--- src/rtl/machine_timer.sv ---
// machine_timer: memory-mapped 64-bit machine timer with compare interrupt.
//
// Ports
//   clk             : single clock, all state on the rising edge
//   rst             : asynchronous, active-low reset
//   req             : bus access request, held high until ready
//   we              : 1 = write, 0 = read (valid while req is high)
//   addr[4:0]       : word-aligned byte address
//   wdata[31:0]     : write data
//   rdata[31:0]     : registered read data, valid while ready is high
//   ready           : one-cycle access-complete pulse
//   timer_interrupt : registered level interrupt, IRQ_EN && (mtime >= mtimecmp)
//
// Register map (addr[4:2])
//   0x00 MTIME_LO     RW  (reading it snapshots mtime[63:32])
//   0x04 MTIME_HI     RW  (reads return the snapshot)
//   0x08 MTIMECMP_LO  RW
//   0x0C MTIMECMP_HI  RW
//   0x10 CTRL         RW  bit0 CNT_EN, bit1 IRQ_EN
//   0x14 STATUS       RO  bit0 = (mtime >= mtimecmp)
//   others: read 0, writes ignored, still acknowledged
module machine_timer #(
  parameter int unsigned PRESCALE  = 4,
  parameter logic [63:0] CMP_RESET = 64'hFFFF_FFFF_FFFF_FFFF
) (
  input  logic        clk,
  input  logic        rst,
  input  logic        req,
  input  logic        we,
  input  logic [4:0]  addr,
  input  logic [31:0] wdata,
  output logic [31:0] rdata,
  output logic        ready,
  output logic        timer_interrupt
);

  localparam logic [2:0] A_MTIME_LO = 3'd0;
  localparam logic [2:0] A_MTIME_HI = 3'd1;
  localparam logic [2:0] A_CMP_LO   = 3'd2;
  localparam logic [2:0] A_CMP_HI   = 3'd3;
  localparam logic [2:0] A_CTRL     = 3'd4;
  localparam logic [2:0] A_STATUS   = 3'd5;

  localparam logic [7:0] PRESC_MAX = 8'(PRESCALE - 1);

  logic [63:0] mtime_q, mtime_d;
  logic [63:0] mtimecmp_q, mtimecmp_d;
  logic [7:0]  presc_q, presc_d;
  logic [1:0]  ctrl_q, ctrl_d;
  logic [31:0] snap_q, snap_d;
  logic [31:0] rdata_q, rdata_d;
  logic        ready_q, ready_d;
  logic        irq_q, irq_d;

  logic        access;
  logic        wr_en;
  logic        rd_en;
  logic        tick;
  logic        cmp_ge;
  logic [2:0]  idx;
  logic [31:0] rd_mux;

  // Handshake: the requester holds req until it sees ready. A request is
  // accepted on an edge where req is high and ready_q is low; that edge
  // raises ready for one cycle, commits a write and registers read data.
  // Because ready_q blocks acceptance on the following edge, a continuously
  // held req completes one access every two cycles.
  always_comb begin
    idx    = addr[4:2];
    access = req && !ready_q;
    wr_en  = access && we;
    rd_en  = access && !we;
    cmp_ge = (mtime_q >= mtimecmp_q);
    tick   = ctrl_q[0] && (presc_q == PRESC_MAX);

    presc_d    = presc_q;
    mtime_d    = mtime_q;
    mtimecmp_d = mtimecmp_q;
    ctrl_d     = ctrl_q;
    snap_d     = snap_q;
    rdata_d    = rdata_q;
    ready_d    = access;
    irq_d      = ctrl_q[1] && cmp_ge;

    if (ctrl_q[0]) begin
      presc_d = tick ? 8'd0 : presc_q + 8'd1;
    end
    // Full 64-bit add so the low-to-high carry lands on the same edge.
    if (tick) begin
      mtime_d = mtime_q + 64'd1;
    end

    // Bus writes are applied after the tick so a write to mtime wins.
    if (wr_en) begin
      case (idx)
        A_MTIME_LO: begin
          mtime_d = {mtime_q[63:32], wdata};
          presc_d = 8'd0;
        end
        A_MTIME_HI: begin
          mtime_d = {wdata, mtime_q[31:0]};
          presc_d = 8'd0;
        end
        A_CMP_LO: mtimecmp_d = {mtimecmp_q[63:32], wdata};
        A_CMP_HI: mtimecmp_d = {wdata, mtimecmp_q[31:0]};
        A_CTRL: begin
          ctrl_d = wdata[1:0];
          if (!wdata[0]) begin
            presc_d = 8'd0;
          end
        end
        default: ;
      endcase
    end

    rd_mux = 32'd0;
    case (idx)
      A_MTIME_LO: rd_mux = mtime_q[31:0];
      A_MTIME_HI: rd_mux = snap_q;
      A_CMP_LO:   rd_mux = mtimecmp_q[31:0];
      A_CMP_HI:   rd_mux = mtimecmp_q[63:32];
      A_CTRL:     rd_mux = {30'd0, ctrl_q};
      A_STATUS:   rd_mux = {31'd0, cmp_ge};
      default:    rd_mux = 32'd0;
    endcase

    if (rd_en) begin
      rdata_d = rd_mux;
      // Low and high halves then come from the same pre-edge mtime value.
      if (idx == A_MTIME_LO) begin
        snap_d = mtime_q[63:32];
      end
    end
  end

  always_ff @(posedge clk or negedge rst) begin
    if (!rst) begin
      mtime_q    <= 64'd0;
      mtimecmp_q <= CMP_RESET;
      presc_q    <= 8'd0;
      ctrl_q     <= 2'd0;
      snap_q     <= 32'd0;
      rdata_q    <= 32'd0;
      ready_q    <= 1'b0;
      irq_q      <= 1'b0;
    end else begin
      mtime_q    <= mtime_d;
      mtimecmp_q <= mtimecmp_d;
      presc_q    <= presc_d;
      ctrl_q     <= ctrl_d;
      snap_q     <= snap_d;
      rdata_q    <= rdata_d;
      ready_q    <= ready_d;
      irq_q      <= irq_d;
    end
  end

  assign rdata           = rdata_q;
  assign ready           = ready_q;
  assign timer_interrupt = irq_q;

endmodule

--- config.mk ---
export PLATFORM = sky130hd
export DESIGN_NAME = machine_timer
export DESIGN_NICKNAME = d
export VERILOG_FILES = /design/src/rtl/machine_timer.sv
export SDC_FILE = /design/constraint.sdc
export NUM_CORES = 1
export LEC_CHECK = 0
export CAP_MARGIN = 40
export CORE_MARGIN = 1.5
export CORE_UTILIZATION = 30
export DETAILED_ROUTE_END_ITERATION = 8
export GPL_TIMING_DRIVEN = 0
export SLEW_MARGIN = 20
export SYNTH_ARGS = -nofsm -noshare
export SYNTH_HDL_FRONTEND = slang
export SYNTH_SLANG_ARGS = --single-unit
--- constraint.sdc ---
create_clock -name clk -period 3.4 [get_ports clk]
set_input_delay 0.34 -clock clk [delete_from_list [all_inputs] [get_ports clk]]
set_output_delay 0.34 -clock clk [all_outputs]
set_load 0.01 [all_outputs]
# == Word level (Yosys, flattened, before mapping) ==
# Index checks and enable logic that the tools add are counted.
# word_totals
mem_count,0
rom_bits,0
mem_bits_rw,0
reg_bits,204
output_inout_bits,34
latch_bits,0
word_cells,46
# op_classes
n_eq_ne,8
n_mul,0
n_bitwise,2
div,0
n_shift,0
order_cmp,1
n_mux,10
n_reduce_logical,13
addsub,2
# op_table
cell,n
$pmux W64 S2,2
$pmux W32 S6,1
$mux W64,2
$add A64 B1 Y64 const B,1
$ge A64 B64 Y1,1
$mux W8,4
$pmux W8 S2,1
$add A8 B1 Y8 const B,1
$eq A8 B2 Y1 const B,1
$eq A3 B2 Y1 const B,2
$eq A3 B3 Y1 const B,2
$reduce_and A3 Y1,2
$logic_and A1 B1 Y1,5
$ne A2 B2 Y1 const B,2
$reduce_and A2 Y1,2
$eq A3 B1 Y1 const B,1
$logic_not A3 Y1,1
$logic_not A1 Y1,2
$not A1 Y1,2
$reduce_or A2 Y1,1

# == Logic depth before layout (Yosys ltp) ==
# Gate-level depths: netlist (run 1).
# logic_depth
word_depth,7
depth_mapped,9
depth_no_buf,8

# == Worst setup path after synthesis (run 1) ==
# No wires, ideal clock.
# synth_timing
path_type,flip-flop to flip-flop
start,reg mtimecmp_q[0]
end,"reg rdata_q[0], in the netlist rdata[0]"
required_ns,3.260
n_path_buf,0
stages_incl_launch_ff,8
setup_ns,0.140
arrival_ns,1.926
path_slack_ns,1.334
cell_sequence,dfstp_2 ha_1 nand2b_1 a2111o_1 a32oi_1 a211oi_1 o41ai_1 o211ai_1
# synth_via
elab_chain_cells,2
# synth_rtl
item,line_no,text
start: declaration,47,"logic [63:0] mtimecmp_q, mtimecmp_d;"
start signal: assignment,148,mtimecmp_q <= mtimecmp_d;
$ge A64 B64 Y1,73,cmp_ge = (mtime_q >= mtimecmp_q);
$pmux W32 S6 (*),117,case (idx)
end signal: assignment,152,rdata_q <= rdata_d;
end: declaration,51,"logic [31:0] rdata_q, rdata_d;"
# Mark *: on every way between the ends. The rest lies on a longest branch, timed or not.
# A chain may end at the register's enable or synchronous reset.

# == Final worst setup path (run 1) ==
# layout_timing
start,"reg ready_q, in the netlist ready"
end,reg mtime_q[54]
# layout_via
elab_chain_cells,4
elab_cells_between_ends,5
classes_between,eq/ne (1); mux (1); reduce/logical (3)
# layout_rtl
item,line_no,text
start: declaration,52,"logic ready_q, ready_d;"
start signal: assignment,153,ready_q <= ready_d;
$logic_not A1 Y1 (*),70,access = req && !ready_q;
$logic_and A1 B1 Y1 (*),70,
$logic_and A1 B1 Y1 (*),71,wr_en = access && we;
$ne A2 B2 Y1 (no source line) or $mux W64 (tied branches),-,
end signal: assignment,147,mtime_q <= mtime_d;
end: declaration,46,"logic [63:0] mtime_q, mtime_d;"
# Marked as above.

==> run_results.csv, run 1 <==
group,metric,value,unit
setup_path,crit_path_frequent_cell,"sky130_fd_sc_hd__clkbuf_1",
place,hpwl,33.5,mm
grt,initial_antenna_violation_count,0,
synth,postSynth.asyncResetShare,100,%
setup_path,critical-path-top-delay-family,"buffers and inverters",
final_layout,final_core_util,36.5,%
floorplan,core_region_area,38600,µm²
final_layout,finalNetCount,1498,
final_layout,flow.area_growth_from_synthesis,20.3,%
cts,clock_path_buffers,3,
setup_path,cp_cell_sequence,"and3b_1, clkbuf_1, and2_1, clkbuf_1, buf_2, buf_1, o21ai_0, a22oi_1",
setup_path,slowest_delay,0.62,ns
sta,timing.final.crit_period,3.03,ns
synth,synth-main-ff-cell,"sky130_fd_sc_hd__dfrtp_1",
synth,synth.lib_cells_used.distinct,70,
cts,clockRootBuffer,"sky130_fd_sc_hd__clkbuf_16",
route,vias,10908,
synth,ys_warn_count,0,
route,drtPass1Iterations,5,
floorplan,dieArea,40200,µm²
sta,pins_over_their_slew_limit,0,
sta,max_slew_margin,36.2,%
grt,pin_count_of_the_biggest_net_entering_global_routing,76,
setup_path,timing.critical_path.arrival,3.49,ns
worst_hold_path,min_path_type,"in -> reg",
cts,clkSinkCount,204,
setup_path,critical_path.startpoint_type,"register",
synth,syn-cell-area,11700,µm²
sta,smallest_hold_slack,0.266,ns
synth,synth-edff-count,0,
floorplan,core.rowCount,72,
sta,final-hold-violation-count,0,
place,port-buffer-count,70,
setup_path,worst-path-max-fanout,10,
flow_run,timing.max_cap.violations,0,
power,power.leakage,5.86,nW
sta,grt_setup_unrepaired,"false",
floorplan,initial_standard_cell_utilization_of_the_core,30.3,%
power,irDropWorstVdd,0.396,mV
route,route.detailed.wl_per_inst,23.9,µm
floorplan,die_w,200,µm
route,drtAntennaViolNets,0,
sta,fmaxAchievable,330,MHz
synth,ys_seq_area_share,44.3,%
setup_path,cp.buffers_inverters,4,
cts,clock_latency,0.54,ns
synth,syn-num-nets,1382,
floorplan,io-pin-count,75,
setup_path,worst-endpoint-required,3.85,ns
power,p_total,8.85,mW
sta,setup_viol,0,
sta,timing.final.ws_setup,0.366,ns
floorplan,die_h,200,µm
cts,clkSlewWorstSetupHoldPaths,0.06,ns
grt,first_global_vias,10813,
sta,layout_worst_path_cycle_share,89.2,%
cts,cts_buffer_count,26,
sta,worst_max_slew_pin_slew,0.957,ns
synth,synth_area_per_cell,9.17,µm²
setup_path,worstSetupPathType,"reg -> reg",
cts,cts_tree,"yes",
final_layout,final_layout_size_suffix_gt1_share,13.1,%
place,dp_worst_setup_slack,-0.0276,ns
route,route.final.wire_length,46.1,mm
grt,grt_pass1_wl,69.4,mm
cts,post_cts_buffers,0,
power,pwr_density_cell,629,nW/µm²
place,place_congestion,0.943,
sta,post_route_skew,0.0135,ns
route,routed_via_density,5.65,
cts,h_tree_levels,1,
setup_path,cp_slowest_cell,"sky130_fd_sc_hd__buf_1",
route,first_iteration_detailed_routing_drc_count,1079,
sta,tns,0,ns
grt,globalRouteOverflowTotal,0,
grt,gr-usage-all-layers,22.8,%
synth,synth_cells,1275,
route,route.detailed.drc,0,
run_status,status,"finished, final reports clean",
setup_path,critPathCaptureType,"register",
synth,synth-seq-cells,204,
## metal layers
metal	wire, µm	vias up	track usage [%]	part of all wire (%)
met3	3860	108	5.76	8.4
li1	-	4914	-	-
met5	0	-	0	0
met4	1910	0	9.10	4.1
met2	20200	482	34.7	44
met1	20100	5404	30.9	44
## area by class of cell
type	count	area, µm²
fill	3999	24500
multi-input combinational	906	5850
sequential	204	5180
timing repair buffer	88	931
clock buffer	45	783
tap	518	648
buffer	83	352
inverter	82	308
clock inverter	3	15.0
antenna	1	2.50
## Yosys cell counts, drive strengths merged (32+ instances only)
cell    count  area share, %
a221oi     32            2.4
dfrtp     140             30
a22o       33            2.5
nand2     180            5.8
dfstp      64             14
o21ai     153            6.5
a21oi      78            3.3
inv        82            2.6
ha         66            7.1
nor2       41            1.4
nand4      46            2.7
nand3      33            1.4
clkbuf     56            1.8
## tightest hold or removal path: cells and delay by family
kind	cells	cell delay (ns)
muxes	1	0.15
buffers and inverters	1	0.16
and+or+nand+nor	1	0.12
## registers in the layout, indices dropped and copies added (netlist names)
name,cells
ctrl_q,2
mtime_q,64
mtimecmp_q,64
presc_q,8
rdata,32
ready,1
snap_q,32
timer_interrupt,1
## metrics by stage
step | cells | instance area [µm²]
2_1_floorplan | 1275 | 11700
3_3_place_gp | 1863 | 13000
3_5_place_dp | 1879 | 13300
4_1_cts | 1928 | 14100
5_1_grt | 1929 | 14100
6_report | 1930 | 14100
## logic make-up after synthesis
group,after synthesis,synth area share [%]
adder cells (fa/ha/maj),66,7.06
AO/OA/AOI/OAI,410,22.3
AND/OR/NAND/NOR,390,16.9
buffers and inverters,165,5.64
multiplexers,29,2.89
XOR/XNOR,11,0.824
flip-flops,204,44.3
## layout by cell type (no fill, tap or decap), types with 11 or more instances in the layout
| cell type | instances |
|---|---|
| sky130_fd_sc_hd__buf_6 | 11 |
| sky130_fd_sc_hd__o22ai_1 | 19 |
| sky130_fd_sc_hd__a31oi_1 | 12 |
| sky130_fd_sc_hd__a221oi_1 | 32 |
| sky130_fd_sc_hd__nand2_1 | 179 |
| sky130_fd_sc_hd__dfstp_2 | 64 |
| sky130_fd_sc_hd__and2_1 | 14 |
| sky130_fd_sc_hd__nand3_1 | 33 |
| sky130_fd_sc_hd__mux2_2 | 28 |
| sky130_fd_sc_hd__inv_1 | 81 |
| sky130_fd_sc_hd__dfrtp_1 | 140 |
| sky130_fd_sc_hd__buf_2 | 19 |
| sky130_fd_sc_hd__o21ai_0 | 148 |
| sky130_fd_sc_hd__ha_1 | 66 |
| sky130_fd_sc_hd__and4_1 | 11 |
| sky130_fd_sc_hd__nor2_1 | 39 |
| sky130_fd_sc_hd__a21o_1 | 12 |
| sky130_fd_sc_hd__a21oi_1 | 78 |
| sky130_fd_sc_hd__clkbuf_16 | 27 |
| sky130_fd_sc_hd__a22o_1 | 33 |
| sky130_fd_sc_hd__clkdlybuf4s50_1 | 69 |
| sky130_fd_sc_hd__and3_1 | 21 |
| sky130_fd_sc_hd__nand4_1 | 44 |
| sky130_fd_sc_hd__clkbuf_1 | 70 |
## power breakdown
group          switching (mW)  leakage, nW  internal [mW]
Combinational            1.32         3.10           1.04
Sequential              0.641         2.37           3.19
Clock                    1.10        0.390           1.55
Total                    3.07         5.86           5.78
## what timing repair did
item / 4_1_cts / 5_1_grt
hold buffers: 1 / 0
resized for setup: 0 / 0
hold endpoints to repair: 42 / 0
## worst paths after layout
check | start | end | slack, ns | depth (start not counted)
min in group asynchronous | rst | rdata[6]$_DFFE_PN0P_ | 0.34 | 2
max in group asynchronous | rst | mtimecmp_q[24]$_DFFE_PN1P_ | 2.17 | 3
worst min-delay path | addr[4] | ctrl_q[0]$_DFFE_PN0P_ | 0.27 | 3
worst max register to register | ready$_DFF_PN0_ | mtime_q[54]$_DFFE_PN0P_ | 0.37 | 8
worst min register to register | rdata[11]$_DFFE_PN0P_ | rdata[11]$_DFFE_PN0P_ | 0.47 | 2
worst max-delay path | ready$_DFF_PN0_ | mtime_q[54]$_DFFE_PN0P_ | 0.37 | 8
(Power assumes the default switching activity.)
==> run 2, diff against run 1 <==
--- a/config.mk
+++ b/config.mk
@@ -10,6 +10,7 @@
 export CORE_UTILIZATION = 30
 export DETAILED_ROUTE_END_ITERATION = 8
 export GPL_TIMING_DRIVEN = 0
+export PLACE_DENSITY_LB_ADDON = 0.2
 export SLEW_MARGIN = 20
 export SYNTH_ARGS = -nofsm -noshare
 export SYNTH_HDL_FRONTEND = slang
==> run 2 against run 1 <==
Net effect:
- worst hold slack improved by 0.0067 ns
- fmax grew 2.8%
- clock skew up 0.0087 ns
- count of clock-buffer cells in the layout up 1
- sequential share of layout area down 0.11 points
- setup slack gained 0.082 ns
- register-to-register slack gained 0.08 ns
- largest cell class unchanged
- highest routed layer unchanged
==> run_results.csv, run 2 (same netlist as run 1, synthesis figures left out) <==
group,metric,value,unit
run_status,status,"finished, final reports clean",
setup_path,reg2reg_slack,0.45,ns
route,drtPass1Iterations,5,
setup_path,critical_path.reg2reg.endpoint,"mtime_q[54]$_DFFE_PN0P_",
final_layout,fillerInstances,4006,
setup_path,timing.critical_path.arrival,3.42,ns
cts,clkSinkCount,204,
setup_path,worst-endpoint-required,3.87,ns
final_layout,final_core_util,36.6,%
place,postPlaceCellArea,13200,µm²
floorplan,io-pin-count,75,
worst_hold_path,min_path_type,"in -> reg",
final_layout,fin_area,14100,µm²
route,vias,10808,
cts,clkSlewWorstSetupHoldPaths,0.06,ns
place,hpwl,34.0,mm
route,route.detailed.wl_per_inst,24.1,µm
final_layout,antennaDiodeCount,0,
sta,timing.final.crit_period,2.95,ns
grt,gr-usage-all-layers,22.9,%
floorplan,dieArea,40200,µm²
sta,fmaxAchievable,339,MHz
cts,clock_latency,0.55,ns
final_layout,commonest_non_fill_non_tap_cell_in_the_layout,"sky130_fd_sc_hd__nand2_1",
floorplan,initial_standard_cell_utilization_of_the_core,30.3,%
flow_run,timing.max_cap.violations,0,
route,route.detailed.drc,0,
power,irDropWorstVdd,0.314,mV
floorplan,core_region_area,38600,µm²
sta,worst_max_slew_pin_slew,0.969,ns
place,port-buffer-count,70,
sta,post_route_skew,0.0221,ns
worst_hold_path,min_path_cells,3,
sta,final-hold-violation-count,0,
cts,clock_path_buffers,3,
cts,h_tree_levels,1,
setup_path,critPathCaptureType,"register",
final_layout,most-common-layout-cells,"sky130_fd_sc_hd__nand2_1 (179), sky130_fd_sc_hd__o21ai_0 (148), sky130_fd_sc_hd__dfrtp_1 (140)",
grt,first_global_vias,10806,
route,drtAntennaViolNets,0,
setup_path,critical_path.startpoint_type,"register",
route,first_iteration_detailed_routing_drc_count,995,
final_layout,register_cell_area_after_layout,5180,µm²
sta,layout_worst_path_cycle_share,86.8,%
floorplan,die_h,200,µm
grt,grt_pass1_wl,69.7,mm
worst_hold_path,holdCritStartpoint,"addr[4]",
grt,pin_count_of_the_biggest_net_entering_global_routing,92,
grt,initial_antenna_violation_count,0,
cts,postCtsResizedCells,0,
floorplan,core.rowCount,72,
sta,max_slew_margin,34.7,%
setup_path,worst-r2r-cell-count,8,
sta,grt_setup_unrepaired,"false",
final_layout,final_layout_size_suffix_gt1_share,13.5,%
final_layout,flow.area_growth_from_synthesis,20.7,%
place,place_congestion,0.935,
final_layout,finalNetCount,1496,
setup_path,worst-path-max-fanout,10,
worst_hold_path,timing.hold.worst_endpoint,"ctrl_q[1]$_DFFE_PN0P_",
cts,clockRootBuffer,"sky130_fd_sc_hd__clkbuf_16",
sta,setup_viol,0,
cts,cts_tree,"yes",
setup_path,worstSetupPathType,"reg -> reg",
power,pwr_density_cell,639,nW/µm²
final_layout,multi_input_area,5850,µm²
setup_path,worstReg2RegStart,"ready$_DFF_PN0_",
grt,globalRouteOverflowTotal,0,
floorplan,die_w,200,µm
cts,cts_buffer_count,27,
route,route.final.wire_length,46.5,mm
power,power.leakage,5.89,nW
final_layout,reg_top3,"mtime_q (64), mtimecmp_q (64)",
sta,pins_over_their_slew_limit,0,
route,routed_via_density,5.61,
run 2: cell types whose count changed in the layout (fill, tap and decap cells not counted):
cell and delta:
sky130_fd_sc_hd__clkbuf_1 -6, sky130_fd_sc_hd__clkbuf_8 +6, sky130_fd_sc_hd__buf_2 -1, sky130_fd_sc_hd__buf_6 -1, sky130_fd_sc_hd__buf_8 -1, sky130_fd_sc_hd__clkbuf_2 +1
sky130_fd_sc_hd__clkinv_2 -1, sky130_fd_sc_hd__clkinv_4 +1, sky130_fd_sc_hd__diode_2 -1, sky130_fd_sc_hd__inv_6 +1
run 2: per-stage QoR:
stage / cells / total power, mW / worst slack (ns) / TNS [ns] / hold WS (ns)
finish: 1928 / 9.03 / 0.448 / 0 / 0.273
global route: 1928 / 9.55 / 0.333 / 0 / 0.302
CTS: 1928 / 9.05 / 0.497 / 0 / 0.256
detailed placement: 1877 / 6.20 / 0.0434 / 0 / 0.312
global placement: 1863 / 6.12 / -7.48 / -1333.55 / 0.464
floorplan: 1275 / 5.16 / 1.33 / 0 / 0.0444
run 2: per-layer routing:
metal	GRT usage, %	wire length [µm]
met1	31.1	20500
met2	36.8	21100
met3	4.25	3290
met4	7.76	1590
met5	0	0
run 2: repair_timing:
item,4_1_cts,5_1_grt
hold buffers,1,0
buffers inserted,0,0
endpoints found under the hold margin,36,0
run 2: report_power, final:
group	internal, mW	total (mW)	switching, mW
Combinational	1.04	2.37	1.33
Clock	1.68	2.82	1.14
Sequential	3.19	3.84	0.649
Total	5.91	9.03	3.12
run 2: worst max path at each step:
stage,slack (ns),end,startpoint
after floorplan,1.33,rdata[0]$_DFFE_PN0P_,mtimecmp_q[0]$_DFFE_PN1P_
after global placement,-7.48,rdata[22]$_DFFE_PN0P_,rst
after detailed placement,0.04,mtime_q[54]$_DFFE_PN0P_,addr[3]
after CTS,0.50,mtime_q[54]$_DFFE_PN0P_,ready$_DFF_PN0_
after global routing,0.33,mtime_q[54]$_DFFE_PN0P_,ready$_DFF_PN0_
final,0.45,mtime_q[54]$_DFFE_PN0P_,ready$_DFF_PN0_
run 2: worst max-delay path, cell delays in order (launching register included):
cell	delay [ns]
sky130_fd_sc_hd__dfrtp_1	0.39
sky130_fd_sc_hd__and3b_1	0.21
sky130_fd_sc_hd__clkbuf_1	0.30
sky130_fd_sc_hd__and2_1	0.18
sky130_fd_sc_hd__clkbuf_1	0.36
sky130_fd_sc_hd__buf_2	0.38
sky130_fd_sc_hd__buf_1	0.61
sky130_fd_sc_hd__o21ai_0	0.24
sky130_fd_sc_hd__a22oi_1	0.19
run 2: area by class of cell:
class	instances	area share, %
buffer	83	2.50
clock buffer	46	6.00
clock inverter	4	0.195
inverter	82	2.18
multi-input combinational	906	41.4
sequential	204	36.7
tap	518	4.59
timing repair buffer	85	6.37
